`src/rtl/reg_file_2r1w.sv`:
```
// reg_file_2r1w: two-read/one-write register file with write bypass, optional zero register and sequenced clear
// Ports: clk_i clock; reset_i synchronous active-high reset (starts a clear sweep);
// wr_en_i/wr_addr_i/wr_data_i write port; rd{0,1}_en_i/rd{0,1}_addr_i read requests;
// rd{0,1}_data_o registered read data; clr_req_i starts a one-entry-per-cycle clear;
// busy_o clear sweep in progress; wr_err_o one-cycle pulse when a write was dropped during a sweep.
module reg_file_2r1w #(
    parameter int DATA_W   = 20,
    parameter int ADDR_W   = 4,
    parameter int ZERO_REG = 0,
    parameter int BYPASS   = 1
) (
    input  logic              clk_i,
    input  logic              reset_i,
    input  logic              wr_en_i,
    input  logic [ADDR_W-1:0] wr_addr_i,
    input  logic [DATA_W-1:0] wr_data_i,
    input  logic              rd0_en_i,
    input  logic [ADDR_W-1:0] rd0_addr_i,
    output logic [DATA_W-1:0] rd0_data_o,
    input  logic              rd1_en_i,
    input  logic [ADDR_W-1:0] rd1_addr_i,
    output logic [DATA_W-1:0] rd1_data_o,
    input  logic              clr_req_i,
    output logic              busy_o,
    output logic              wr_err_o
);
    localparam int DEPTH = 2**ADDR_W;
    typedef enum logic {CLEAR = 1'b0, IDLE = 1'b1} state_t;
    state_t            state_q, state_d;
    logic [ADDR_W-1:0] clr_idx_q, clr_idx_d;
    logic [DATA_W-1:0] mem_q [DEPTH];
    logic [DATA_W-1:0] rd0_data_q, rd0_data_d, rd1_data_q, rd1_data_d;
    logic              wr_err_q, wr_err_d, wr_ok, last_idx;

    assign busy_o     = state_q == CLEAR;
    assign last_idx   = clr_idx_q == ADDR_W'(DEPTH - 1);
    // A write lands only in IDLE and never into a hard-wired zero entry.
    assign wr_ok      = wr_en_i && !busy_o && !(ZERO_REG != 0 && wr_addr_i == '0);
    assign rd0_data_o = rd0_data_q;
    assign rd1_data_o = rd1_data_q;
    assign wr_err_o   = wr_err_q;

    always_comb begin
        state_d   = state_q;
        clr_idx_d = clr_idx_q;
        if (busy_o) begin
            state_d   = last_idx ? IDLE : CLEAR;
            clr_idx_d = last_idx ? '0 : clr_idx_q + 1'b1;
        end else if (clr_req_i) begin
            state_d   = CLEAR;
            clr_idx_d = '0;
        end
        wr_err_d   = wr_en_i && busy_o;
        rd0_data_d = !rd0_en_i ? rd0_data_q :
                     (busy_o || (ZERO_REG != 0 && rd0_addr_i == '0)) ? '0 :
                     (BYPASS != 0 && wr_ok && wr_addr_i == rd0_addr_i) ? wr_data_i : mem_q[rd0_addr_i];
        rd1_data_d = !rd1_en_i ? rd1_data_q :
                     (busy_o || (ZERO_REG != 0 && rd1_addr_i == '0)) ? '0 :
                     (BYPASS != 0 && wr_ok && wr_addr_i == rd1_addr_i) ? wr_data_i : mem_q[rd1_addr_i];
    end

    always_ff @(posedge clk_i) begin
        if (reset_i) begin
            state_q    <= CLEAR;
            clr_idx_q  <= '0;
            rd0_data_q <= '0;
            rd1_data_q <= '0;
            wr_err_q   <= 1'b0;
        end else begin
            state_q    <= state_d;
            clr_idx_q  <= clr_idx_d;
            rd0_data_q <= rd0_data_d;
            rd1_data_q <= rd1_data_d;
            wr_err_q   <= wr_err_d;
        end
    end

    // Storage has no reset so it can map to distributed RAM; the sweep zeros it instead.
    always_ff @(posedge clk_i) begin
        if (!reset_i) begin
            if (busy_o)
                mem_q[clr_idx_q] <= '0;
            else if (wr_ok)
                mem_q[wr_addr_i] <= wr_data_i;
        end
    end
endmodule

```
`config.mk`:
```
export PLATFORM = sky130hd
export DESIGN_NAME = reg_file_2r1w
export DESIGN_NICKNAME = d
export VERILOG_FILES = /design/src/rtl/reg_file_2r1w.sv
export SDC_FILE = /design/constraint.sdc
export NUM_CORES = 1
export LEC_CHECK = 0
export ABC_CLOCK_PERIOD_IN_PS = 2900
export CORE_UTILIZATION = 35
export DETAILED_ROUTE_END_ITERATION = 16
export REMOVE_ABC_BUFFERS = 1
export SETUP_SLACK_MARGIN = 0.3
export SLEW_MARGIN = 5
export SYNTH_ARGS = -nofsm -noshare
export SYNTH_HDL_FRONTEND = slang
export SYNTH_SLANG_ARGS = --single-unit
```
`constraint.sdc`:
```
create_clock -name clk_i -period 2.9 [get_ports clk_i]
set_input_delay 0.29 -clock clk_i [delete_from_list [all_inputs] [get_ports clk_i]]
set_output_delay 0.29 -clock clk_i [all_outputs]
set_load 0.02 [all_outputs]
```
==> impl_metrics.toml, run 1 <==
[placement]
dpl_worst_slack_ns = 0.2807
portBuffers = 79
routabilityCongestion = 0.8602
detailed_place_hpwl_um = 35770

[timing]
setup_slack_ns = 0.4225
fin_crit_ns = 2.478
maxSlewViolCount = 0
tightestPinTransition_ns = 0.8054
timing.final.crit_share_pct = 85.43
final_hold_viol_count = 0
rsz0062_at_grt = "false"
relSlewSlack_pct = 46.25
final.setup.tns_ns = 0
fmax_mhz = 403.6
skew_ns = 0.01163
setup_viol = 0

[power_and_ir_drop]
p_int_mw = 8.975
p_leak_nw = 7.760
p_clk_share_pct = 43.3
p_sw_share_pct = 22.57
p_total_mw = 11.59
switchingPower_mw = 2.617
power_frac_seq_pct = 49.4
comb_power_share_pct = 7.3
ir_drop_v = 0.0003626
p_per_area_mw_per_mm2 = 541.3

[logic_synthesis]
seq_area_frac_synth_pct = 58.02
synthCells = 1171
syn_avg_cell_area_sq_um = 15.50
netlist_top_cells_count = "320 x edfxtp_1, 87 x a21oi_1, 81 x mux2i_1"
synth_top_area_share_pct = 52.94
async_reset_ff_share_pct = 0
yosysWarnings = 0
synth_seq_cells = 366
synthTopCellsByArea = "edfxtp_1 53%, mux4_1 11%, mux4_2 5.6%"
syn_area_sq_mm = 0.01815
yosys.area.top_type = "edfxtp_1"
synth_edf_count = 320
synth.most_common_cell = "edfxtp_1"
synthFlopType = "edfxtp_1"
synth.distinct_cells = 38

[worst_setup_path]
crit_path_top_delay_cell = "a31oi_1"
start_kind = "flip-flop"
crit_fanout = 17
path_cells = "and3b_1 > buf_4 > nor3b_1 > a31oi_1 > nor2_2 > buf_12"
r2r_cells = 6
crit_family = "simple AND/OR/NAND/NOR gates"
r2r-end = "mem_q[9][0]"
r2r_setup_slack_ns = 0.42
r2r_start = "state_q"
critPathKind = "flip-flop to flip-flop"
required_ns = 3.19
critPathBufInv = 2
endpoint_kind = "flip-flop"
cp_data_arrival_time_ns = 2.77
critical_path.max_stage_delay_ns = 0.58

[drt]
post-route-drc-count = 0
drt_iter0_drc = 1136
ant_nets = 0
wl_per_cell_um = 27.63
firstDrtPassIters = 5
via_per_inst = 5.945
vias = 11830
wirelength_um = 54990

[floorplan]
fp.dieW_um = 229.7
initial_utilization_pct = 35.38
die-area_sq_mm = 0.05277
io_pins = 80
die_height_um = 229.7
rows = 83
core_region_area_sq_mm = 0.05130

[hold_path]
min_from = "rd0_addr_i[2]"
hold_end = "rd0_data_o[18]"
hp-class = "input pin to flip-flop"
whs_path_depth = 3

[clock_network]
cts_sinks = 366
h-tree-depth = 2
cts_resized = 0
postCtsSetupBuffers = 0
cts_buffers = 39
clock_latency_ns = 0.54
tritoncts = "yes"
clock_path_buffers = 3
root_buffer = "clkbuf_16"
path_clk_slew_ns = 0.06
cts_hold_buf = 0

[flow_run]
maxCapViolCount = 0

[grt]
grtUsageTotal_pct = 20.66
grt_pass1_vias = 11860
antenna_found_initial = 0
grt_pass1_wl_um = 79660
grt_max_degree = 47
grt_overflow = 0

[finish]
num_antenna_cells = 0
drive_gt1_share_pct = 20.61
layout.nets = 1320
area_growth_syn_to_layout_pct = 17.99

[run_status]
status = "finished clean"
==> power by group through the flow <==
stage / Sequential, mW / Combinational [mW] / Clock [mW]
CTS: 5.73 / 0.831 / 5.09
global placement: 5.84 / 0.824 / 0
finish: 5.73 / 0.841 / 5.02
floorplan: 5.83 / 0.335 / 0
global route: 5.73 / 0.872 / 5.27
detailed placement: 5.84 / 0.830 / 0
==> worst max-delay path by stage <==
| stage | depth (start not counted) | endpoint | from |
|---|---|---|---|
| after detailed placement | 7 | mem_q[9][1] | wr_en_i |
| after global placement | 7 | mem_q[9][10] | wr_en_i |
| after CTS | 6 | mem_q[9][1] | state_q |
| final | 6 | mem_q[9][0] | state_q |
| after global routing | 6 | mem_q[9][0] | state_q |
| after floorplan | 4 | mem_q[11][0] | state_q |
==> metrics by stage <==
step	instance area [sq um]	hold WS, ns	utilization, %	cells
6_report	21410	0.1549	41.74	1990
5_1_grt	21410	0.1762	41.74	1990
4_1_cts	21410	0.1288	41.74	1990
3_5_place_dp	20130	0.5523	39.25	1920
3_3_place_gp	20130	0.5281	39.25	1920
2_1_floorplan	17570	0.3591	-	1074
==> layout by cell type, fill, tap and decap left out, drive strengths merged, types with 2 or more instances in the layout <==
cell             n
mux2            41
nand2b          41
dfxtp           46
clkdlybuf4s50   70
and2            20
nand3            6
inv              6
a31oi           44
clkinv          16
xnor2            8
mux4           120
nand2           49
mux2i           81
a221oi          40
and3             2
o41ai           40
nor3b            3
a21oi           87
clkbuf          46
o21ai           42
nor2b           44
buf             96
clkinvlp         4
edfxtp         320
bufinv           4
nor2            25
==> state kept, by name, indices dropped and copies added, names as in the netlist <==
name / count
rd1_data_o: 20
state_q: 1
rd0_data_o: 20
clr_idx_q: 4
mem_q: 320
wr_err_o: 1
==> worst register-to-register path: stages (launching register included) <==
cell	delay, ns
dfxtp_1	0.54
and3b_1	0.44
buf_4	0.20
nor3b_1	0.05
a31oi_1	0.58
nor2_2	0.20
buf_12	0.22
==> logic make-up (layout without fill, tap and decap cells) <==
kind of cell | count (synthesis) | count (layout) | share of synthesized area [%]
DFF | 366 | 366 | 58.02
AOI/OAI and AO/OA | 256 | 256 | 9.072
muxes | 242 | 242 | 23.44
and+or+nand+nor | 195 | 195 | 5.694
buffers and inverters | 103 | 242 | 3.323
xor gates and xnor gates | 8 | 8 | 0.3861
adders and majority gates | 1 | 1 | 0.06893
==> final cells by class <==
type	count	area (sq um)
clock buffer	46	1045
fill	4605	29890
timing repair buffer	166	1659
sequential	366	10530
clock inverter	24	235.2
tap	680	850.8
multi-input combinational	702	7072
inverter	6	22.52
==> routing by layer <==
| metal | track usage [%] | routed length [um] |
|---|---|---|
| met1 | 28.48 | 22990 |
| met2 | 33.01 | 25790 |
| met3 | 4.365 | 4821 |
| met4 | 5.712 | 1392 |
| met5 | 0 | 0 |
Power figures use the tool's default switching activity.
==> inputs of run 2 (changes only) <==
Settings changed: CORE_ASPECT_RATIO set to 0.75, SKIP_LAST_GASP set to 1.
==> impl_metrics.toml, run 2 (synthesized netlist as in run 1, its figures left out) <==
[timing]
tightestPinTransition_ns = 1.083
final.setup.tns_ns = 0
rsz0062_at_grt = "false"
setup_viol = 0
final_hold_viol_count = 0
skew_ns = 0.01360
fin_crit_ns = 2.430
relSlewSlack_pct = 27.48
timing.final.crit_share_pct = 83.78
fin_hold_ws_ns = 0.2691
maxSlewViolCount = 0
fmax_mhz = 411.6

[worst_setup_path]
crit_path_top_delay_cell = "a31oi_1"
crit_top_cell = "buf_4"
cp_data_arrival_time_ns = 2.69
critPathKind = "flip-flop to flip-flop"
crit_fanout = 20
required_ns = 3.16
critical_path.max_stage_delay_ns = 0.57
path_cells = "and3b_1 > buf_4 > nor3b_1 > a31oi_1 > nor2_2 > buf_4"
endpoint_kind = "flip-flop"
start_kind = "flip-flop"

[placement]
portBuffers = 79
routabilityCongestion = 0.8700
detailed_place_hpwl_um = 36960

[clock_network]
cts_hold_buf = 0
clock_path_buffers = 3
path_clk_slew_ns = 0.06
cts_sinks = 366
tritoncts = "yes"
root_buffer = "clkbuf_16"
postCtsSetupBuffers = 0
clock_latency_ns = 0.54
h-tree-depth = 2
cts_resized = 0
cts_buffers = 38

[finish]
mostFrequentLayoutCell = "edfxtp_1"
drive_gt1_share_pct = 21.10
mostFrequentLayoutCells = "320 x edfxtp_1, 89 x buf_4, 87 x a21oi_1"
area_growth_syn_to_layout_pct = 18.32
largest_register_ffs = 320
num_antenna_cells = 0
layout.nets = 1332
largest_register = "mem_q"

[grt]
grt_overflow = 0
grt_max_degree = 50
antenna_found_initial = 1
grt_pass1_wl_um = 80440
grtUsageTotal_pct = 21.06
grt_pass1_vias = 11710

[floorplan]
fp.dieW_um = 265.0
rows = 71
initial_utilization_pct = 35.84
die_height_um = 199.2
die-area_sq_mm = 0.05278
core_region_area_sq_mm = 0.05064
io_pins = 80

[power_and_ir_drop]
p_leak_nw = 7.814
p_per_area_mw_per_mm2 = 548.4
ir_drop_v = 0.0003437

[hold_path]
hp-class = "input pin to flip-flop"

[drt]
drt_iter0_drc = 1356
wl_per_cell_um = 28.23
firstDrtPassIters = 5
vias = 12010
via_per_inst = 6.071
ant_nets = 0
post-route-drc-count = 0
wirelength_um = 55870

[flow_run]
maxCapViolCount = 0

[run_status]
status = "finished clean"
## run 2: layout make-up
cell class              count  area, sq um
flip-flops and latches    366        10530
inverters                   6        22.52
multi-input cells         702         7072
clock buffers              50         1100
clock inverters            19        230.2
fillers                  4453        29160
repair buffers            179         1699
well taps                 657        822.0
## run 2: stage by stage
stage	util, %	instance area [sq um]	setup slack [ns]	cells	total power, mW
floorplan	-	17570	0.1203	1074	6.167
global placement	39.79	20150	0.2384	1910	6.676
detailed placement	39.79	20150	0.1704	1910	6.687
CTS	42.41	21480	0.5239	1979	11.82
global route	42.41	21480	0.3669	1979	12.06
finish	42.41	21480	0.4703	1979	11.78
## run 2: power breakdown
group / switching (mW) / internal (mW) / total, mW
registers: 0.0268 / 5.70 / 5.73
clock network: 2.06 / 3.12 / 5.18
logic: 0.530 / 0.335 / 0.865
total: 2.62 / 9.16 / 11.8
## run 2: worst paths after layout
kind,startpoint,endpoint,slack [ns],cells after the start
worst min-delay path,rd1_addr_i[2],rd1_data_o[7],0.27,3
worst min register to register,clr_idx_q[3],clr_idx_q[3],0.55,2
worst max-delay path,state_q,mem_q[1][12],0.47,6
worst max register to register,state_q,mem_q[1][12],0.47,6
## run 2: layer usage
metal	share of wire, %	global-route usage, %	up-vias
met5	0	0	-
met4	1.3	4.003	0
met3	9.8	4.831	67
met2	41	29.36	626
met1	48	33.09	6232
li1	-	-	5089
## run 2: worst max-delay path: cells and delay by family, from the launching register on
kind	cells	cell delay (ns)
compound gates	1	0.57
buf+inv	2	0.48
flops	1	0.52
simple gates	3	0.59
